[config.mk]
export PLATFORM = sky130hd
export DESIGN_NAME = traffic_generator_local_flat
export DESIGN_NICKNAME = d
export VERILOG_FILES = /design/src/rtl/traffic_generator_local_if.sv /design/src/rtl/traffic_generator_local.sv /design/src/flat_wrapper.sv
export SDC_FILE = /design/constraint.sdc
export NUM_CORES = 1
export LEC_CHECK = 0
export ABC_CLOCK_PERIOD_IN_PS = 4000
export CORE_MARGIN = 2
export CORE_UTILIZATION = 45
export DETAILED_ROUTE_END_ITERATION = 10
export PLACE_DENSITY = 0.76
export SLEW_MARGIN = 20
export SYNTH_ARGS = -nofsm -noshare
export SYNTH_HDL_FRONTEND = slang
export SYNTH_SLANG_ARGS = --single-unit
[constraint.sdc]
create_clock -name clk -period 4 [get_ports clk]
set_input_delay 0.6 -clock clk [delete_from_list [all_inputs] [get_ports clk]]
set_output_delay 0.6 -clock clk [all_outputs]
set_load 0.1 [all_outputs]
[src/rtl/traffic_generator_local_if.sv]
// Local-port link between a packet generator and its mesh router.
// The generator drives the request and the packet word; the router answers
// with a one-cycle grant and reports back-pressure through the full flag.
interface traffic_generator_local_if #(
    parameter int dataWidth = 32
);
    logic                 ReqDnStr;
    logic [dataWidth-1:0] PacketOut;
    logic                 GntDnStr;
    logic                 DnStrFull;

    modport master (
        output ReqDnStr,
        output PacketOut,
        input  GntDnStr,
        input  DnStrFull
    );

    modport slave (
        input  ReqDnStr,
        input  PacketOut,
        output GntDnStr,
        output DnStrFull
    );
endinterface

[src/rtl/traffic_generator_local.sv]
// Per-node packet injector for the local input port of a mesh router.
// Builds single-word packets {dest, timestamp, packet id, sender id}, spaces
// them by a programmable idle gap and hands each over with Req/Gnt.
//
//   state | meaning
//   IDLE  | counting down the gap; requests once enabled, not full, gap expired
//   REQ   | packet presented and held until the router grants it
//   GAP   | single post-grant cycle; swallows a held grant, updates Done
module traffic_generator_local #(
    parameter logic [5:0]  routerID   = 6'b000_000,
    parameter logic [5:0]  ModuleID   = 6'b000_000,
    parameter int          dataWidth  = 32,
    parameter int          dim        = 4,
    parameter logic        DestMode   = 1'b1,
    parameter logic [5:0]  FixedDest  = 6'b011_011,
    parameter logic [7:0]  InjGap     = 8'd10,
    parameter logic [9:0]  MaxPackets = 10'd0,
    parameter logic [15:0] LfsrSeed   = 16'hACE1
) (
    input  logic clk,
    input  logic reset,
    input  logic Enable,
    output logic Done,
    traffic_generator_local_if.master dnStr
);
    typedef enum logic [1:0] {
        IDLE = 2'd0,
        REQ  = 2'd1,
        GAP  = 2'd2
    } state_t;

    localparam logic [3:0] DimW = 4'(dim);

    state_t               state;
    state_t               stateNext;
    logic [31:0]          cycleCnt;
    logic [9:0]           packetId;
    logic [9:0]           sentCnt;
    logic [7:0]           gapCnt;
    logic [15:0]          lfsr;
    logic [15:0]          lfsrNext;
    logic                 reqReg;
    logic                 doneReg;
    logic [dataWidth-1:0] pktReg;
    logic [dataWidth-1:0] pktNext;
    logic                 loadPkt;
    logic                 accept;
    logic                 setDone;
    logic [2:0]           rawX;
    logic [2:0]           rawY;
    logic [2:0]           destX;
    logic [2:0]           destY;
    logic [5:0]           destId;
    logic                 unusedCycleHi;

    // Only the low ten bits of the free-running cycle counter reach the packet.
    assign unusedCycleHi = &{1'b0, cycleCnt[31:10]};

    // Fibonacci step for taps 16,14,13,11 in shift-right form.
    assign lfsrNext = {lfsr[0] ^ lfsr[2] ^ lfsr[3] ^ lfsr[5], lfsr[15:1]};

    // Fold the LFSR fields onto the mesh and step off our own router.
    always_comb begin
        rawX   = lfsr[2:0];
        rawY   = lfsr[5:3];
        destX  = ({1'b0, rawX} >= DimW) ? 3'({1'b0, rawX} - DimW) : rawX;
        destY  = ({1'b0, rawY} >= DimW) ? 3'({1'b0, rawY} - DimW) : rawY;
        if ({destX, destY} == routerID) begin
            destY = (({1'b0, destY} + 4'd1) == DimW) ? 3'd0 : destY + 3'd1;
        end
        destId = DestMode ? {destX, destY} : FixedDest;
    end

    // Packet word captured at the moment the request is raised.
    assign pktNext = {destId, cycleCnt[9:0], packetId, ModuleID};

    // Next-state and control strobes for the handshake sequence.
    always_comb begin
        stateNext = state;
        loadPkt   = 1'b0;
        accept    = 1'b0;
        setDone   = 1'b0;
        case (state)
            IDLE: begin
                if (!doneReg && Enable && !dnStr.DnStrFull && (gapCnt == 8'd0)) begin
                    loadPkt   = 1'b1;
                    stateNext = REQ;
                end
            end
            REQ: begin
                if (dnStr.GntDnStr) begin
                    accept    = 1'b1;
                    stateNext = GAP;
                end
            end
            GAP: begin
                setDone   = (MaxPackets != 10'd0) && (sentCnt == MaxPackets);
                stateNext = IDLE;
            end
            default: stateNext = IDLE;
        endcase
    end

    // State, counters, LFSR and registered outputs.
    always_ff @(posedge clk or posedge reset) begin
        if (reset) begin
            state    <= IDLE;
            cycleCnt <= 32'd0;
            packetId <= 10'd0;
            sentCnt  <= 10'd0;
            gapCnt   <= 8'd0;
            lfsr     <= LfsrSeed;
            reqReg   <= 1'b0;
            doneReg  <= 1'b0;
            pktReg   <= '0;
        end else begin
            state    <= stateNext;
            cycleCnt <= cycleCnt + 32'd1;
            if (loadPkt) begin
                pktReg <= pktNext;
                reqReg <= 1'b1;
            end
            if (accept) begin
                reqReg   <= 1'b0;
                packetId <= packetId + 10'd1;
                sentCnt  <= sentCnt + 10'd1;
                lfsr     <= lfsrNext;
                gapCnt   <= InjGap;
            end else if ((state == IDLE) && (gapCnt != 8'd0)) begin
                gapCnt <= gapCnt - 8'd1;
            end
            if (setDone) begin
                doneReg <= 1'b1;
            end
        end
    end

    assign dnStr.ReqDnStr  = reqReg;
    assign dnStr.PacketOut = pktReg;
    assign Done            = doneReg;
endmodule

[src/flat_wrapper.sv]
// flat-port wrapper written by rule: the top's interface ports become plain ports
module traffic_generator_local_flat 
#(
    parameter logic [5:0]  routerID   = 6'b000_000,
    parameter logic [5:0]  ModuleID   = 6'b000_000,
    parameter int          dataWidth  = 32,
    parameter int          dim        = 4,
    parameter logic        DestMode   = 1'b1,
    parameter logic [5:0]  FixedDest  = 6'b011_011,
    parameter logic [7:0]  InjGap     = 8'd10,
    parameter logic [9:0]  MaxPackets = 10'd0,
    parameter logic [15:0] LfsrSeed   = 16'hACE1
)
  (clk, reset, Enable, Done, dnStr_ReqDnStr, dnStr_PacketOut, dnStr_GntDnStr, dnStr_DnStrFull);
  traffic_generator_local_if #(.dataWidth(dataWidth)) dnStr_i ();
  input  logic clk;
  input  logic reset;
  input  logic Enable;
  output logic Done;
  output wire logic [$bits(dnStr_i.ReqDnStr)-1:0] dnStr_ReqDnStr;
  output wire logic [$bits(dnStr_i.PacketOut)-1:0] dnStr_PacketOut;
  input wire logic [$bits(dnStr_i.GntDnStr)-1:0] dnStr_GntDnStr;
  input wire logic [$bits(dnStr_i.DnStrFull)-1:0] dnStr_DnStrFull;
  assign dnStr_ReqDnStr = dnStr_i.ReqDnStr;
  assign dnStr_PacketOut = dnStr_i.PacketOut;
  assign dnStr_i.GntDnStr = dnStr_GntDnStr;
  assign dnStr_i.DnStrFull = dnStr_DnStrFull;
  traffic_generator_local #(.routerID(routerID), .ModuleID(ModuleID), .dataWidth(dataWidth), .dim(dim), .DestMode(DestMode), .FixedDest(FixedDest), .InjGap(InjGap), .MaxPackets(MaxPackets), .LfsrSeed(LfsrSeed)) u_core (.clk(clk), .reset(reset), .Enable(Enable), .Done(Done), .dnStr(dnStr_i));
endmodule
==> flow_metrics.py, run 1 <==
metrics = {
    "run_status": {
        "status": "completed",
    },
    "pwr": {
        "p_int_mw": 1.36,
        "swShare": 0.308,
        "leakage_nw": 1.79,
        "power_frac_comb": 0.199,
        "p_sw_mw": 0.605,
        "p_seq_frac": 0.451,
        "clkPwrFrac": 0.350,
        "power_density_nw_per_um2": 524,
        "vdd_drop_max_v": 0.000205,
    },
    "placement": {
        "dp_hpwl_um": 3330,
        "gp_congestion": 0.818,
        "dp_cells": 382,
        "port_buffers": 31,
        "placed_area_um2": 3510,
    },
    "critical_path": {
        "endpoint_kind": "primary output",
        "crit_path_top_delay_cell": "clkdlybuf4s50_1",
        "arrival_ps": 1840,
        "critical_path_class": "reg -> out",
        "required_ps": 3400,
        "cpLargestDelayFamily": "buffers and inverters",
        "start_kind": "register",
        "cp.buffers_inverters": 1,
        "cpPeakStageDelay_ps": 1140,
        "crit_fanout": 2,
        "path_cells": "clkdlybuf4s50_1",
    },
    "logic_synthesis": {
        "syn_area_um2": 3150,
        "ys_seq_elements": 73,
        "syn_inst": 261,
        "yosysSeqAreaShare": 0.583,
        "ys_warn_count": 0,
        "synth_cell_types": 35,
        "syn_area_per_cell_um2": 12.1,
    },
    "clocking": {
        "cts_resized": 0,
        "cts.sinks": 73,
        "insertion_delay_ps": 340,
        "cts_hold_buf": 0,
        "clockBufferDepth": 2,
        "postCtsSetupRepairBufs": 0,
        "cts_buffers": 9,
        "cts-htree-levels": 3,
        "clockRootBuffer": "clkbuf_8",
        "cts.clk_slew.worst_paths_ps": 80,
        "cts_tree": "built",
    },
    "global_route": {
        "antenna_found_initial": 0,
        "grt_pass1_wl_um": 8580,
        "grt_pass1_vias": 1927,
        "grt_usage": 0.146,
        "gr-total-overflow": 0,
        "grt_max_degree": 55,
    },
    "timing": {
        "fmax_mhz": 409,
        "worst_pin_slew_ps": 979,
        "fin_skew_ps": 10.8,
        "rsz0062_at_grt": "no",
        "relSlewSlack": 0.346,
        "finalSetupViolCount": 0,
        "slew_viol_final": 0,
        "period_minus_slack_ps": 2440,
        "tns_ps": 0,
        "period_share": 0.611,
        "finalHoldViolations": 0,
    },
    "final_layout": {
        "mostFrequentLayoutCell": "dfrtp_1",
        "final_util": 0.552,
        "drive_above_1_share": 0.169,
        "area_growth_pct": 18.9,
        "layout.nets": 308,
        "num_antenna_cells": 0,
        "regArea_um2": 1840,
        "stdcell_area_um2": 3750,
        "final_cell_count_no_fill": 398,
        "n_fill_cell": 562,
        "multi_input_area_um2": 1190,
        "layout_common_cells": "dfrtp_1 (65), nand2_1 (55), clkdlybuf4s50_1 (31), mux2_4 (20), xnor2_1 (19)",
    },
    "detailed_routing": {
        "routed_wl_um": 5110,
        "ant_nets": 0,
        "first_iter_violations": 97,
        "dr_total_vias": 1906,
        "drc": 0,
        "via_per_inst": 4.79,
        "wl_per_cell_um": 12.8,
        "first_pass_iters": 5,
    },
    "floorplanning": {
        "dieArea_um2": 7690,
        "fp.dieW_um": 87.7,
        "initial_core_util": 0.464,
        "coreArea_um2": 6790,
        "io_pins": 39,
        "row_count": 30,
        "die_y_um": 87.7,
    },
    "run": {
        "cap_violations": 0,
    },
    "worst_hold_path": {
        "hp-class": "reg -> reg",
    },
}
-- metrics by stage --
stage	hold slack (ps)	setup slack, ps	power, mW
floorplan	435	1560	1.21
global placement	439	1430	1.28
detailed placement	445	1410	1.29
CTS	459	1530	1.98
global route	470	1490	2.05
finish	461	1560	1.97
-- cells by family after synthesis --
family	share of synthesized area
AND/OR/NAND/NOR	0.138
flip-flops	0.583
multiplexers	0.112
XOR/XNOR	0.0639
buffers and inverters	0.0484
AO/OA/AOI/OAI	0.0302
adder cells (fa/ha/maj)	0.0238
other	0.00119
-- registers in the layout, summed over array words and instances (netlist names) --
register                count
u_core.cycleCnt            10
u_core.dnStr.PacketOut     26
u_core.dnStr.ReqDnStr       1
u_core.gapCnt               8
u_core.lfsr                16
u_core.packetId            10
u_core.state                2
-- Yosys cell counts --
master,number,share of area
dfrtp_1,65,0.52
nand2_1,55,0.065
mux2_4,20,0.095
xnor2_1,19,0.053
o21ai_0,11,0.017
dfstp_2,8,0.067
buf_4,7,0.017
inv_1,7,0.0083
ha_1,6,0.024
nand4_1,6,0.012
nor2_1,6,0.0071
clkbuf_1,5,0.0060
nand3_1,5,0.0079
mux2i_1,4,0.013
o211ai_1,4,0.0095
xor2_1,4,0.011
and3_1,3,0.0060
nor3_1,3,0.0048
or3_1,3,0.0060
a21oi_1,2,0.0032
and2_1,2,0.0040
buf_12,2,0.013
nor4_1,2,0.0040
and4_1,1,0.0028
buf_6,1,0.0036
clkinv_1,1,0.0012
conb_1,1,0.0012
mux2_2,1,0.0036
nand2b_1,1,0.0020
nand3b_1,1,0.0024
nor3b_1,1,0.0024
or3b_2,1,0.0028
or4_1,1,0.0024
or4_4,1,0.0036
or4b_1,1,0.0032
-- worst paths after layout --
kind | from | to | slack (ps) | cells after the start
worst max-delay path | u_core.dnStr.PacketOut[30] | dnStr_PacketOut[30] | 1560 | 1
worst min-delay path | u_core.lfsr[11] | u_core.lfsr[10] | 460 | 2
worst max register to register | u_core.gapCnt[0] | u_core.dnStr.PacketOut[25] | 1680 | 6
worst min register to register | u_core.lfsr[11] | u_core.lfsr[10] | 460 | 2
max in group asynchronous | reset | u_core.dnStr.PacketOut[9] | 2480 | 3
min in group asynchronous | reset | u_core.cycleCnt[7] | 740 | 2
-- metal layers --
metal	vias to the layer above	global-route usage	wire length, µm
li1	929	-	-
met1	930	0.187	2390
met2	37	0.225	2410
met3	10	0.0283	159
met4	0	0.0937	152
met5	-	0	0
-- final cells by class --
class,instances,share of cell area
flip-flops and latches,73,0.490
multi-input cells,171,0.316
repair buffers,34,0.0888
clock buffers,9,0.0330
well taps,96,0.0320
clock inverters,7,0.0317
inverters,8,0.00834
-- power by group through the flow --
stage / Clock [mW] / Sequential (mW) / Combinational [mW]
floorplan: 0 / 0.995 / 0.212
global placement: 0 / 0.895 / 0.380
detailed placement: 0 / 0.900 / 0.392
CTS: 0.703 / 0.885 / 0.396
global route: 0.728 / 0.898 / 0.429
finish: 0.689 / 0.886 / 0.391
Power figures use the tool's default switching activity.
==> inputs of run 2 (changes only) <==
--- a/config.mk
+++ b/config.mk
@@ -5,11 +5,11 @@
 export SDC_FILE = /design/constraint.sdc
 export NUM_CORES = 1
 export LEC_CHECK = 0
-export ABC_CLOCK_PERIOD_IN_PS = 4000
+export ABC_CLOCK_PERIOD_IN_PS = 2060
 export CORE_MARGIN = 2
 export CORE_UTILIZATION = 45
 export DETAILED_ROUTE_END_ITERATION = 10
-export PLACE_DENSITY = 0.76
+export PLACE_DENSITY = 0.78
 export SLEW_MARGIN = 20
 export SYNTH_ARGS = -nofsm -noshare
 export SYNTH_HDL_FRONTEND = slang
==> constraint.sdc (replaced) <==
create_clock -name clk -period 2.06 [get_ports clk]
set_input_delay 0.309 -clock clk [delete_from_list [all_inputs] [get_ports clk]]
set_output_delay 0.309 -clock clk [all_outputs]
set_load 0.1 [all_outputs]
==> run 2 against run 1 <==
  * Worst hold slack worse by 83 ps
  * Setup slack worse by 1500 ps
  * First-iteration DRC count is 16% lower
  * Sequential share of layout area is 0.80 points lower
  * Design area is 1.7% higher
  * Utilization is 0.92 points higher
  * Sequential cell count stayed put
  * Clock-buffer cell count stayed put
  * Die area stayed put
  * Highest routed layer unchanged
  * Clock power is 77% higher
==> flow_metrics.py, run 2 (synthesis gave the netlist of run 1 again) <==
metrics = {
    "critical_path": {
        "crit_fanout": 16,
        "path_cells": "inv_2 > ha_1 > or3b_4 > or3_4 > buf_12 > mux2_4",
        "required_ps": 2290,
        "cpPeakStageDelay_ps": 400,
        "start_kind": "register",
        "arrival_ps": 2250,
        "r2r-end": "u_core.dnStr.PacketOut[29]",
        "reg2regPathDepth": 6,
        "r2r_setup_slack_ps": 40,
        "crit_path_top_delay_cell": "dfrtp_1",
        "critical_path_class": "reg -> reg",
        "endpoint_kind": "register",
        "rr_startpoint": "u_core.gapCnt[0]",
    },
    "global_route": {
        "grt_usage": 0.165,
        "grt_pass1_vias": 2023,
        "grt_pass1_wl_um": 9600,
        "gr-total-overflow": 0,
        "grt_max_degree": 30,
        "antenna_found_initial": 0,
    },
    "final_layout": {
        "area_growth_pct": 20.9,
        "drive_above_1_share": 0.300,
        "stdcell_area_um2": 3810,
        "n_fill_cell": 544,
        "largest_register_ffs": 26,
        "final_util": 0.561,
        "layout_common_cells": "dfrtp_1 (65), nand2_1 (55), buf_4 (43), mux2_4 (20), xnor2_1 (19)",
        "final_cell_count_no_fill": 413,
        "mostFrequentLayoutCell": "dfrtp_1",
        "num_antenna_cells": 0,
        "layout.nets": 323,
    },
    "detailed_routing": {
        "first_pass_iters": 4,
        "drc": 0,
        "wl_per_cell_um": 13.7,
        "first_iter_violations": 81,
        "ant_nets": 0,
        "routed_wl_um": 5660,
        "dr_total_vias": 1988,
        "via_per_inst": 4.81,
    },
    "floorplanning": {
        "dieArea_um2": 7690,
        "die_y_um": 87.7,
        "io_pins": 39,
        "row_count": 30,
        "initial_core_util": 0.464,
        "coreArea_um2": 6790,
        "fp.dieW_um": 87.7,
    },
    "timing": {
        "fin_skew_ps": 10.3,
        "period_minus_slack_ps": 2020,
        "slew_viol_final": 0,
        "tns_ps": 0,
        "period_share": 0.982,
        "worst_pin_slew_ps": 586,
        "finalSetupViolCount": 0,
        "relSlewSlack": 0.608,
        "finalHoldViolations": 0,
        "fmax_mhz": 494,
        "timing.final.ws_setup_ps": 36.1,
        "rsz0062_at_grt": "yes",
    },
    "clocking": {
        "insertion_delay_ps": 350,
        "cts_tree": "built",
        "clockRootBuffer": "clkbuf_8",
        "cts_buffers": 9,
        "cts_hold_buf": 0,
        "cts.sinks": 73,
        "cts.clk_slew.worst_paths_ps": 80,
        "cts-htree-levels": 3,
        "clockBufferDepth": 2,
    },
    "pwr": {
        "leakage_nw": 1.92,
        "vdd_drop_max_v": 0.000446,
        "power_density_nw_per_um2": 992,
    },
    "placement": {
        "dp_cells": 395,
        "dp_hpwl_um": 3840,
        "placed_area_um2": 3550,
        "gp_congestion": 0.880,
        "port_buffers": 31,
        "pre_cts_ws_ps": -140,
    },
    "run": {
        "cap_violations": 0,
    },
    "worst_hold_path": {
        "hp-class": "in -> async",
    },
    "run_status": {
        "status": "completed",
    },
}
-- run 2: worst max path at each step --
| stage | depth (start not counted) | endpoint | startpoint | slack [ps] |
|---|---|---|---|---|
| after floorplan | 5 | u_core.dnStr.PacketOut[10] | u_core.gapCnt[2] | 30 |
| after global placement | 5 | u_core.dnStr.PacketOut[22] | Enable | -100 |
| after detailed placement | 5 | u_core.dnStr.PacketOut[24] | Enable | -140 |
| after CTS | 6 | u_core.dnStr.PacketOut[24] | u_core.gapCnt[0] | 30 |
| after global routing | 6 | u_core.dnStr.PacketOut[7] | u_core.gapCnt[0] | -7 |
| final | 6 | u_core.dnStr.PacketOut[29] | u_core.gapCnt[0] | 40 |
-- run 2: report_power, final --
part / switching (mW) / internal [mW]
sequential: 0.120 / 1.58
combinational: 0.546 / 0.316
clock: 0.537 / 0.681
total: 1.20 / 2.58
-- run 2: metal layers --
layer / share of wire / vias to the layer above / track usage
met4: 0.025 / 0 / 0.0797
met2: 0.49 / 54 / 0.271
met1: 0.45 / 962 / 0.204
met3: 0.038 / 14 / 0.0415
li1: - / 958 / -
met5: 0 / - / 0
-- run 2: what timing repair did --
action / in CTS / in global routing
endpoints found under the setup margin: 4 / 6
resized for setup: 2 / 0
gates cloned: 1 / 0
buffers inserted: 1 / 0
pin swaps: 1 / 0
-- run 2: area by class of cell --
type / instances / area [µm²] / area share
Clock buffer: 9 / 124 / 0.0325
Clock inverter: 7 / 93.8 / 0.0246
Inverter: 8 / 33.8 / 0.00886
Multi-Input combinational cell: 171 / 1190 / 0.313
Sequential cell: 73 / 1840 / 0.482
Tap cell: 96 / 120 / 0.0315
Timing Repair Buffer: 49 / 410 / 0.108
-- run 2: worst max-delay path, delay by kind of cell, from the launching register on --
kind / cells / cell delay, ps
buffers and inverters: 2 / 260
flip-flops: 1 / 400
multiplexers: 1 / 300
AND/OR/NAND/NOR: 2 / 770
adder cells (fa/ha/maj): 1 / 150
-- run 2: stage by stage --
step	total power, mW	hold WS (ps)
3_3_place_gp	2.54	440
2_1_floorplan	2.35	416
5_1_grt	3.95	438
4_1_cts	3.81	388
3_5_place_dp	2.57	443
6_report	3.78	378
